==> config.mk <==
export PLATFORM = sky130hd
export DESIGN_NAME = byte_wb_master_flat
export DESIGN_NICKNAME = d
export VERILOG_FILES = /design/src/rtl/byte_wb_master_if.sv /design/src/rtl/byte_wb_master.sv /design/src/flat_wrapper.sv
export SDC_FILE = /design/constraint.sdc
export NUM_CORES = 1
export LEC_CHECK = 0
export CAP_MARGIN = 30
export CELL_PAD_IN_SITES_DETAIL_PLACEMENT = 0
export CELL_PAD_IN_SITES_GLOBAL_PLACEMENT = 2
export CORE_ASPECT_RATIO = 0.5
export CORE_MARGIN = 4
export CORE_UTILIZATION = 27
export DETAILED_ROUTE_END_ITERATION = 12
export PLACE_DENSITY = 0.78
export SETUP_SLACK_MARGIN = 0.5
export SLEW_MARGIN = 20
export SYNTH_ARGS = -nofsm -noshare
export SYNTH_HDL_FRONTEND = slang
export SYNTH_SLANG_ARGS = --single-unit
==> constraint.sdc <==
create_clock -name clk -period 1.5 [get_ports clk]
set_input_delay 0.3 -clock clk [delete_from_list [all_inputs] [get_ports clk]]
set_output_delay 0.3 -clock clk [all_outputs]
set_load 0.03 [all_outputs]
==> src/rtl/byte_wb_master_if.sv <==
// Wishbone classic bus bundle between byte_wb_master and the on-chip fabric.
// Widths follow the master's ADR_W / DAT_W parameters.
interface byte_wb_master_if #(
    parameter int ADR_W = 14,
    parameter int DAT_W = 32
);
    localparam int SEL_W = DAT_W / 8;

    logic             wb_CYC;
    logic             wb_STB;
    logic             wb_WE;
    logic [ADR_W-1:0] wb_ADR;
    logic [SEL_W-1:0] wb_SEL;
    logic [DAT_W-1:0] wb_DAT_MOSI;
    logic [DAT_W-1:0] wb_DAT_MISO;
    logic             wb_ACK;
    logic             wb_ERR;

    modport master (
        output wb_CYC, wb_STB, wb_WE, wb_ADR, wb_SEL, wb_DAT_MOSI,
        input  wb_DAT_MISO, wb_ACK, wb_ERR
    );

    modport slave (
        input  wb_CYC, wb_STB, wb_WE, wb_ADR, wb_SEL, wb_DAT_MOSI,
        output wb_DAT_MISO, wb_ACK, wb_ERR
    );
endinterface

==> src/rtl/byte_wb_master.sv <==
// Byte-serial command port to Wishbone classic master: a CPU loads address,
// data and lane select one byte at a time, then issues single reads/writes.
module byte_wb_master #(
    parameter int ADR_W   = 14,
    parameter int DAT_W   = 32,
    parameter int TIMEOUT = 255
) (
    input  logic       clk,
    input  logic       rst,
    input  logic [2:0] cmd,
    input  logic       cmd_stb,
    input  logic [7:0] din,
    output logic [7:0] dout,
    output logic       busy,
    output logic       valid,
    output logic       err,
    output logic       tmo,
    byte_wb_master_if.master wb
);
    localparam int SEL_W     = DAT_W / 8;
    localparam int DAT_BYTES = SEL_W;
    localparam int ADR_BYTES = (ADR_W + 7) / 8;
    localparam int AP_W      = (ADR_BYTES > 1) ? $clog2(ADR_BYTES) : 1;
    localparam int DP_W      = (DAT_BYTES > 1) ? $clog2(DAT_BYTES) : 1;
    localparam int CNT_W     = (TIMEOUT > 1) ? $clog2(TIMEOUT) : 1;
    localparam logic [AP_W-1:0]  AP_LAST  = AP_W'(ADR_BYTES - 1);
    localparam logic [DP_W-1:0]  DP_LAST  = DP_W'(DAT_BYTES - 1);
    localparam logic [CNT_W-1:0] TMO_LAST = CNT_W'((TIMEOUT > 0) ? TIMEOUT - 1 : 0);

    localparam logic [2:0] C_EXEC = 3'd1;
    localparam logic [2:0] C_ADR  = 3'd2;
    localparam logic [2:0] C_DO   = 3'd3;
    localparam logic [2:0] C_DI   = 3'd4;
    localparam logic [2:0] C_SEL  = 3'd5;
    localparam logic [2:0] C_PTR  = 3'd6;

    typedef enum logic {S_IDLE, S_ACTIVE} state_t;

    state_t           state_q, state_d;
    logic [ADR_W-1:0] adr_q, adr_d;
    logic [DAT_W-1:0] do_q, do_d;
    logic [DAT_W-1:0] di_q, di_d;
    logic [SEL_W-1:0] sel_q, sel_d;
    logic [AP_W-1:0]  adr_ptr_q, adr_ptr_d;
    logic [DP_W-1:0]  do_ptr_q, do_ptr_d;
    logic [DP_W-1:0]  di_ptr_q, di_ptr_d;
    logic [7:0]       dout_q, dout_d;
    logic [CNT_W-1:0] cnt_q, cnt_d;
    logic             hold_q, hold_d;
    logic             valid_q, valid_d;
    logic             err_q, err_d;
    logic             tmo_q, tmo_d;
    logic             we_q, we_d;
    logic             inc_q, inc_d;

    logic exec_stb, soft_rst, issue, tmo_hit, done;

    // Soft reset is honoured in every state, so it bypasses the FSM entirely.
    assign exec_stb = cmd_stb && (cmd == C_EXEC);
    assign soft_rst = exec_stb && (din == 8'h01);
    assign issue    = (state_q == S_IDLE) && exec_stb &&
                      ((din == 8'h06) || (din == 8'h07) || (din == 8'h16) || (din == 8'h17));
    assign tmo_hit  = (TIMEOUT != 0) && (cnt_q == TMO_LAST);
    assign done     = (state_q == S_ACTIVE) && (wb.wb_ACK || wb.wb_ERR || tmo_hit);

    always_ff @(posedge clk) begin
        if (rst || soft_rst) state_q <= S_IDLE;
        else                 state_q <= state_d;
    end

    always_comb begin
        state_d = state_q;
        case (state_q)
            S_IDLE:   if (issue) state_d = S_ACTIVE;
            S_ACTIVE: if (done)  state_d = S_IDLE;
            default:             state_d = S_IDLE;
        endcase
    end

    always_comb begin
        adr_d     = adr_q;
        do_d      = do_q;
        di_d      = di_q;
        sel_d     = sel_q;
        hold_d    = hold_q;
        adr_ptr_d = adr_ptr_q;
        do_ptr_d  = do_ptr_q;
        di_ptr_d  = di_ptr_q;
        dout_d    = dout_q;
        valid_d   = valid_q;
        err_d     = err_q;
        tmo_d     = tmo_q;
        we_d      = we_q;
        inc_d     = inc_q;
        cnt_d     = cnt_q;
        if (state_q == S_IDLE) begin
            if (issue) begin
                we_d    = din[0];
                inc_d   = din[4];
                valid_d = 1'b0;
                err_d   = 1'b0;
                tmo_d   = 1'b0;
                cnt_d   = '0;
            end else if (cmd_stb) begin
                case (cmd)
                    C_EXEC: begin
                        if (din == 8'h04)      hold_d = 1'b0;
                        else if (din == 8'h05) hold_d = 1'b1;
                    end
                    C_ADR: begin
                        for (int b = 0; b < ADR_W; b++)
                            if (b / 8 == int'(adr_ptr_q)) adr_d[b] = din[b % 8];
                        adr_ptr_d = (adr_ptr_q == AP_LAST) ? '0 : adr_ptr_q + AP_W'(1);
                    end
                    C_DO: begin
                        for (int b = 0; b < DAT_W; b++)
                            if (b / 8 == int'(do_ptr_q)) do_d[b] = din[b % 8];
                        do_ptr_d = (do_ptr_q == DP_LAST) ? '0 : do_ptr_q + DP_W'(1);
                    end
                    C_DI: begin
                        for (int k = 0; k < DAT_BYTES; k++)
                            if (k == int'(di_ptr_q)) dout_d = di_q[8*k +: 8];
                        di_ptr_d = (di_ptr_q == DP_LAST) ? '0 : di_ptr_q + DP_W'(1);
                    end
                    C_SEL: sel_d = din[SEL_W-1:0];
                    C_PTR: begin
                        adr_ptr_d = '0;
                        do_ptr_d  = '0;
                        di_ptr_d  = '0;
                    end
                    default: ;
                endcase
            end
        end else if (wb.wb_ACK) begin
            if (!we_q) di_d  = wb.wb_DAT_MISO;
            if (inc_q) adr_d = adr_q + ADR_W'(1);
            valid_d = 1'b1;
        end else if (wb.wb_ERR) begin
            valid_d = 1'b1;
            err_d   = 1'b1;
        end else if (tmo_hit) begin
            valid_d = 1'b1;
            err_d   = 1'b1;
            tmo_d   = 1'b1;
        end else begin
            cnt_d = cnt_q + CNT_W'(1);
        end
    end

    always_ff @(posedge clk) begin
        if (rst || soft_rst) begin
            adr_q     <= '0;
            do_q      <= '0;
            di_q      <= '0;
            sel_q     <= '1;
            hold_q    <= 1'b0;
            adr_ptr_q <= '0;
            do_ptr_q  <= '0;
            di_ptr_q  <= '0;
            dout_q    <= '0;
            valid_q   <= 1'b0;
            err_q     <= 1'b0;
            tmo_q     <= 1'b0;
            we_q      <= 1'b0;
            inc_q     <= 1'b0;
            cnt_q     <= '0;
        end else begin
            adr_q     <= adr_d;
            do_q      <= do_d;
            di_q      <= di_d;
            sel_q     <= sel_d;
            hold_q    <= hold_d;
            adr_ptr_q <= adr_ptr_d;
            do_ptr_q  <= do_ptr_d;
            di_ptr_q  <= di_ptr_d;
            dout_q    <= dout_d;
            valid_q   <= valid_d;
            err_q     <= err_d;
            tmo_q     <= tmo_d;
            we_q      <= we_d;
            inc_q     <= inc_d;
            cnt_q     <= cnt_d;
        end
    end

    // Reads always present every byte lane; only writes honour the SEL register.
    always_comb begin
        busy           = (state_q == S_ACTIVE);
        wb.wb_STB      = (state_q == S_ACTIVE);
        wb.wb_CYC      = (state_q == S_ACTIVE) || hold_q;
        wb.wb_WE       = (state_q == S_ACTIVE) && we_q;
        wb.wb_SEL      = '0;
        if (state_q == S_ACTIVE) wb.wb_SEL = we_q ? sel_q : {SEL_W{1'b1}};
        wb.wb_ADR      = adr_q;
        wb.wb_DAT_MOSI = do_q;
        dout           = dout_q;
        valid          = valid_q;
        err            = err_q;
        tmo            = tmo_q;
    end
endmodule
==> src/flat_wrapper.sv <==
// flat-port wrapper written by rule: the top's interface ports become plain ports
module byte_wb_master_flat 
#(
    parameter int ADR_W   = 14,
    parameter int DAT_W   = 32,
    parameter int TIMEOUT = 255
)
  (clk, rst, cmd, cmd_stb, din, dout, busy, valid, err, tmo, wb_wb_CYC, wb_wb_STB, wb_wb_WE, wb_wb_ADR, wb_wb_SEL, wb_wb_DAT_MOSI, wb_wb_DAT_MISO, wb_wb_ACK, wb_wb_ERR);
  byte_wb_master_if #(.ADR_W(ADR_W), .DAT_W(DAT_W)) wb_i ();
  input  logic clk;
  input  logic rst;
  input  logic [2:0] cmd;
  input  logic cmd_stb;
  input  logic [7:0] din;
  output logic [7:0] dout;
  output logic busy;
  output logic valid;
  output logic err;
  output logic tmo;
  output wire logic [$bits(wb_i.wb_CYC)-1:0] wb_wb_CYC;
  output wire logic [$bits(wb_i.wb_STB)-1:0] wb_wb_STB;
  output wire logic [$bits(wb_i.wb_WE)-1:0] wb_wb_WE;
  output wire logic [$bits(wb_i.wb_ADR)-1:0] wb_wb_ADR;
  output wire logic [$bits(wb_i.wb_SEL)-1:0] wb_wb_SEL;
  output wire logic [$bits(wb_i.wb_DAT_MOSI)-1:0] wb_wb_DAT_MOSI;
  input wire logic [$bits(wb_i.wb_DAT_MISO)-1:0] wb_wb_DAT_MISO;
  input wire logic [$bits(wb_i.wb_ACK)-1:0] wb_wb_ACK;
  input wire logic [$bits(wb_i.wb_ERR)-1:0] wb_wb_ERR;
  assign wb_wb_CYC = wb_i.wb_CYC;
  assign wb_wb_STB = wb_i.wb_STB;
  assign wb_wb_WE = wb_i.wb_WE;
  assign wb_wb_ADR = wb_i.wb_ADR;
  assign wb_wb_SEL = wb_i.wb_SEL;
  assign wb_wb_DAT_MOSI = wb_i.wb_DAT_MOSI;
  assign wb_i.wb_DAT_MISO = wb_wb_DAT_MISO;
  assign wb_i.wb_ACK = wb_wb_ACK;
  assign wb_i.wb_ERR = wb_wb_ERR;
  byte_wb_master #(.ADR_W(ADR_W), .DAT_W(DAT_W), .TIMEOUT(TIMEOUT)) u_core (.clk(clk), .rst(rst), .cmd(cmd), .cmd_stb(cmd_stb), .din(din), .dout(dout), .busy(busy), .valid(valid), .err(err), .tmo(tmo), .wb(wb_i));
endmodule
Word level (Yosys, flattened, before mapping). Index checks and enable logic that the tools add are counted.

Multiplexer cells: 52. Bitwise logic cells: 3. Reductions and logical operators: 42. Eq/ne operators: 32. $add $sub $neg: 5.

Operators with widths (count): $mux W14 (6); $mux W8 (9); $eq A8 B3 Y1 const B (4); $reduce_and A5 Y1 (6); $mux W1 (29); $reduce_and A4 Y1 (6); $eq A8 B5 Y1 const B (2); $reduce_bool A2 Y1 (8); $add A14 B1 Y14 const B (1); $ne A2 B2 Y1 const B (6); $reduce_and A6 Y1 (2); $eq A3 B3 Y1 const B (3); $add A8 B1 Y8 const B (1); $eq A2 B2 Y1 const A (4); $eq A8 B1 Y1 const B (1); $eq A8 B8 Y1 const B (1); $mux W4 (2); $pmux W2 S2 (2); $logic_or A1 B1 Y1 (7); $eq A3 B2 Y1 const B (2); $logic_and A1 B1 Y1 (6); $reduce_and A3 Y1 (2); $add A2 B1 Y2 const B (2); $eq A1 B2 Y1 const A (2); other kinds (12) (20).

Logic and storage cells: 154. Register bits: 110. Input bits: 48.

Longest topological paths before layout. Gate-level depths: netlist (run 1).

Depth after elaboration: 7. Gate-level depth with buffers: 8. Mapped depth without buffers: 6.

Worst setup path before layout (run 1). OpenSTA, ideal clock, no wires.

Path type: register -> output. Start: register u_core.state_q, in the netlist u_core.busy. End: output port wb_wb_WE. Data required time: 1.200 ns. Arrival: 1.407 ns. Path slack: -0.207 ns. Stages on the path, launching flop included: 5. Path through: dfxtp_1 -> clkbuf_8 -> buf_2 -> clkbuf_8 -> and2_1.

Word-level cells in the longest chain between the ends: 1.

Ends and longest elaborated chain: start: declaration (RTL line byte_wb_master.sv:39) `state_t state_q, state_d;`; start signal: assignment (RTL line byte_wb_master.sv:68) `else state_q <= state_d;`; $logic_and A1 B1 Y1 (RTL line byte_wb_master.sv:191) `wb.wb_WE = (state_q == S_ACTIVE) && we_q;`; end: declaration (RTL line flat_wrapper.sv:22) `output wire logic [$bits(wb_i.wb_WE)-1:0] wb_wb_WE;`.

No other way between the ends.

Worst setup path in the final report (run 1).
Start: register u_core.state_q, in the netlist u_core.busy. End: output port wb_wb_CYC.

Word-level cells in the longest chain between the ends: 1.

Ends and longest elaborated chain: $logic_or A1 B1 Y1 (RTL line byte_wb_master.sv:190) `wb.wb_CYC = (state_q == S_ACTIVE) || hold_q;`; end: declaration (RTL line flat_wrapper.sv:20) `output wire logic [$bits(wb_i.wb_CYC)-1:0] wb_wb_CYC;`.

No other way between the ends.

==> results of run 1 <==
==> state kept, by name, indices dropped and copies added (netlist names) <==
name	count
u_core.valid	1
u_core.we_q	1
u_core.wb.wb_ADR	14
u_core.busy	1
u_core.di_ptr_q	2
u_core.wb.wb_DAT_MOSI	32
u_core.dout	8
u_core.inc_q	1
u_core.do_ptr_q	2
u_core.err	1
u_core.adr_ptr_q	1
u_core.tmo	1
u_core.sel_q	4
u_core.hold_q	1
u_core.di_q	32
u_core.cnt_q	8
==> cell families after synthesis <==
kind of cell / Yosys count
adders and majority gates: 11
xor gates and xnor gates: 4
AOI/OAI and AO/OA: 131
buffers and inverters: 49
DFF: 110
and+or+nand+nor: 221
muxes: 55
==> per-layer routing <==
metal,vias up,track usage
met5,-,0
met4,0,0.0418
met3,17,0.0372
met2,79,0.258
met1,2370,0.208
li1,2450,-
==> power groups by stage <==
stage                     clock [uW]  sequential, uW  combinational [uW]
final                           2810            2950                 660
after global routing            3000            2960                 697
after CTS                       2890            2960                 627
after detailed placement           0            3030                 576
after global placement             0            3030                 576
after floorplan                    0            3060                 222
==> final timing paths <==
check,slack [ns],depth (start not counted),from,to
max,-0.15,4,u_core.busy,wb_wb_CYC
min,0.46,2,u_core.di_q[8],u_core.di_q[8]
max reg2reg,-0.12,6,u_core.busy,u_core.wb.wb_ADR[11]
min reg2reg,0.46,2,u_core.di_q[8],u_core.di_q[8]
==> area by class of cell <==
class	count	area, um^2
fillers	1785	9860
clock inverters	7	120
multi-input cells	422	3260
flip-flops and latches	110	2320
repair buffers	229	2400
inverters	14	60.1
clock buffers	9	225
well taps	259	324
==> tightest hold or removal path, cell delays in order (launching register included) <==
cell,delay (ns)
dfxtp_1,0.31
nand2_1,0.05
a21oi_1,0.05
==> synthesized netlist by cell type, drive strengths merged (2+ instances only) <==
library cell and count:
dfxtp 110, nand2 89, a21oi 61, nor2 58, mux2i 54, o21ai 30
buf 18, clkbuf 17, inv 14, nand3 12, ha 11, o211ai 10
a31oi 9, and2 8, nand4 8, nor3 7, nor3b 5, and3 4
nor2b 4, or2 4, nor4 3, o21a 3, o31ai 3, or3 3
or4 3, xor2 3, a211oi 2, a22oi 2, a31o 2, and3b 2
and4bb 2, nand4b 2, nand4bb 2, o2111ai 2
==> repair_timing <==
| action | CTS | global route |
|---|---|---|
| resized for setup | 522 | 91 |
| buffers inserted | 19 | 19 |
| pin swaps | 65 | 41 |
| setup endpoints to repair | 175 | 175 |
| gates cloned | 2 | 2 |
| hold buffers | 0 | 0 |
==> metrics by stage <==
stage / area (um^2) / cells / TNS, ns / utilization / setup slack (ns)
2_1_floorplan: 5520 / 581 / -0.0369 / - / -0.0369
3_3_place_gp: 7330 / 992 / -46.99 / 0.395 / -0.482
3_5_place_dp: 7330 / 992 / -46.92 / 0.395 / -0.494
4_1_cts: 8250 / 1029 / -1.97 / 0.444 / -0.126
5_1_grt: 8710 / 1050 / -8.39 / 0.469 / -0.214
6_report: 8710 / 1050 / -2.55 / 0.469 / -0.150
==> impl_results.md, run 1 <==
- Switching share of power: 0.237
- RSZ-0062 raised after global routing: true
- Final hold slack: 0.458 ns
- Synth Net Count: 640
- Worst skew pair latency: 0.36 ns
- CTS H-Tree Depth: 3
- Status: complete, but fails checks
- Final WS setup: -0.150 ns
- Wirelength per Cell: 16.7 um
- Initial core utilization: 0.278
- P&R area growth vs syn: 68.8%
- Max frequency: 606 MHz
- Largest delay share family, worst path: buffers and inverters
- DR vias: 4916
- Register area share after synthesis: 0.427
- I/O pins: roughly 110
- Worst EP arrival: about 1.4 ns
- Clock share of power: 0.437
- Post-Synth Simple-Gate Area: 0.223
- P_sw: 1520 uW
- Max stage delay on crit path: 0.36 ns
- Post-synth ARST share: 0
- Count of cell types in the netlist: 70
- Failing checks: setup timing
- # clock sinks: between 100 and 150
- Xor/xnor share of the synthesized area: 0.00679
- # diodes: 0
- YS warnings: 0
- DR WL met2: 8470 um
- Routed met3 length: between 600 and 700 um
- CTS tree: done
- FF+latch count, synth: 110
- Min cycle time layout: between 1.5 and 2 ns
- Largest family of logic cells by synthesized area: simple AND/OR/NAND/NOR gates
- Highest metal layer with signal wires: met4
- Max-cap violations: 0
- Global-route wire length before repair: 26700 um
- Static leakage: 0.00344 uW
- Slowest-stage cell, CP: dfxtp_4
- Synth area leader: dfxtp_1
- CP Class: flop to primary output
- Die area: about 22000 um^2
- Worst-path clk slew: 0.08 ns
- Buf/Inv on CP: 3
- CTS Buf Count: 9
- Die width: 204 um
- Worst-margin pin slew: 0.386 ns
- Synth Area in Adders: 0.0267
- Wire length on met1: 8150 um
- Fraction of layout instances using a drive strength above 1: 0.498
- Power Dens Cells: 737 nW/um^2
- Crit path capture type: primary output
- Worst Path Required: between 1 and 1.5 ns
- Post-Synthesis Cells: 581
- GPL Wtd Cong: between 0.8 and 0.9
- Final worst path period share: 1.10
- Max-slew headroom: 0.740
- DR iter-0 viols: approximately 280
- Final Hold Vio Count: 0
- Hpwl dp: 11800 um
- Final wirelength: 17500 um
- Worst-path fanout max: 9
- Largest net degree at the start of global routing: 41
- Pre-Repair DR Iteration Count: 4
- Count of final setup violators: 58
- CTS max path bufs: 2
- CTS root buf: clkbuf_16
- Ys flop type: dfxtp_1
- Power Total: 6420 uW
- Leading post-synthesis cells by cell area: dfxtp_1 43%, mux2i_1 10%, nand2_1 6.5%, a21oi_1 5.9%, nor2_1 4.2%
- DRC Markers: 0
- Vias/cell: 4.68
- Share of the synthesized area in the top cell type: 0.427
- Antenna violations before repair: 0
- All-layer global routing usage: 0.157
- Number of synthesized flops with an enable pin: 0
- Input/output buffers: 112
- Nets: around 850
- Int Pwr: 4900 uW
- Clock skew: ~0.011 ns
- Std-Cell Core Area: roughly 19000 um^2
- Logic pwr share: 0.103
- Vias in the first global route: 4884
- Worst Hold Class: flop to flop
- CP cell instances: buf_4 -> buf_12 -> or2_4 -> buf_6
- Grt ovf: 0
- FP Rows: 35
- Slew Viols, Final: 0
- Commonest cells after routing, fill and taps aside: 88 x buf_6, 75 x buf_4, 66 x nand2_1
- Leading cell type in the layout, fill and taps excluded: buf_6
- Post-synthesis compound-gate area fraction: 0.153
- Crit start category: flop
- Sequential share of power: 0.460
- Antenna Nets Post-Route: 0
- VDD IR max: about 600 uV
- Die height: 106 um
- Mux contribution to synthesized area: 0.107
- Mapped cell area: 5160 um^2
- Mapped Avg Cell Area: 8.88 um^2
No activity file was read; power rests on OpenSTA's default activity.
==> run 2: changes to the inputs <==
ABC_AREA = 0   (was default)
==> results of run 2 <==
Final layout, timing and power as in run 1 (identical DEF).
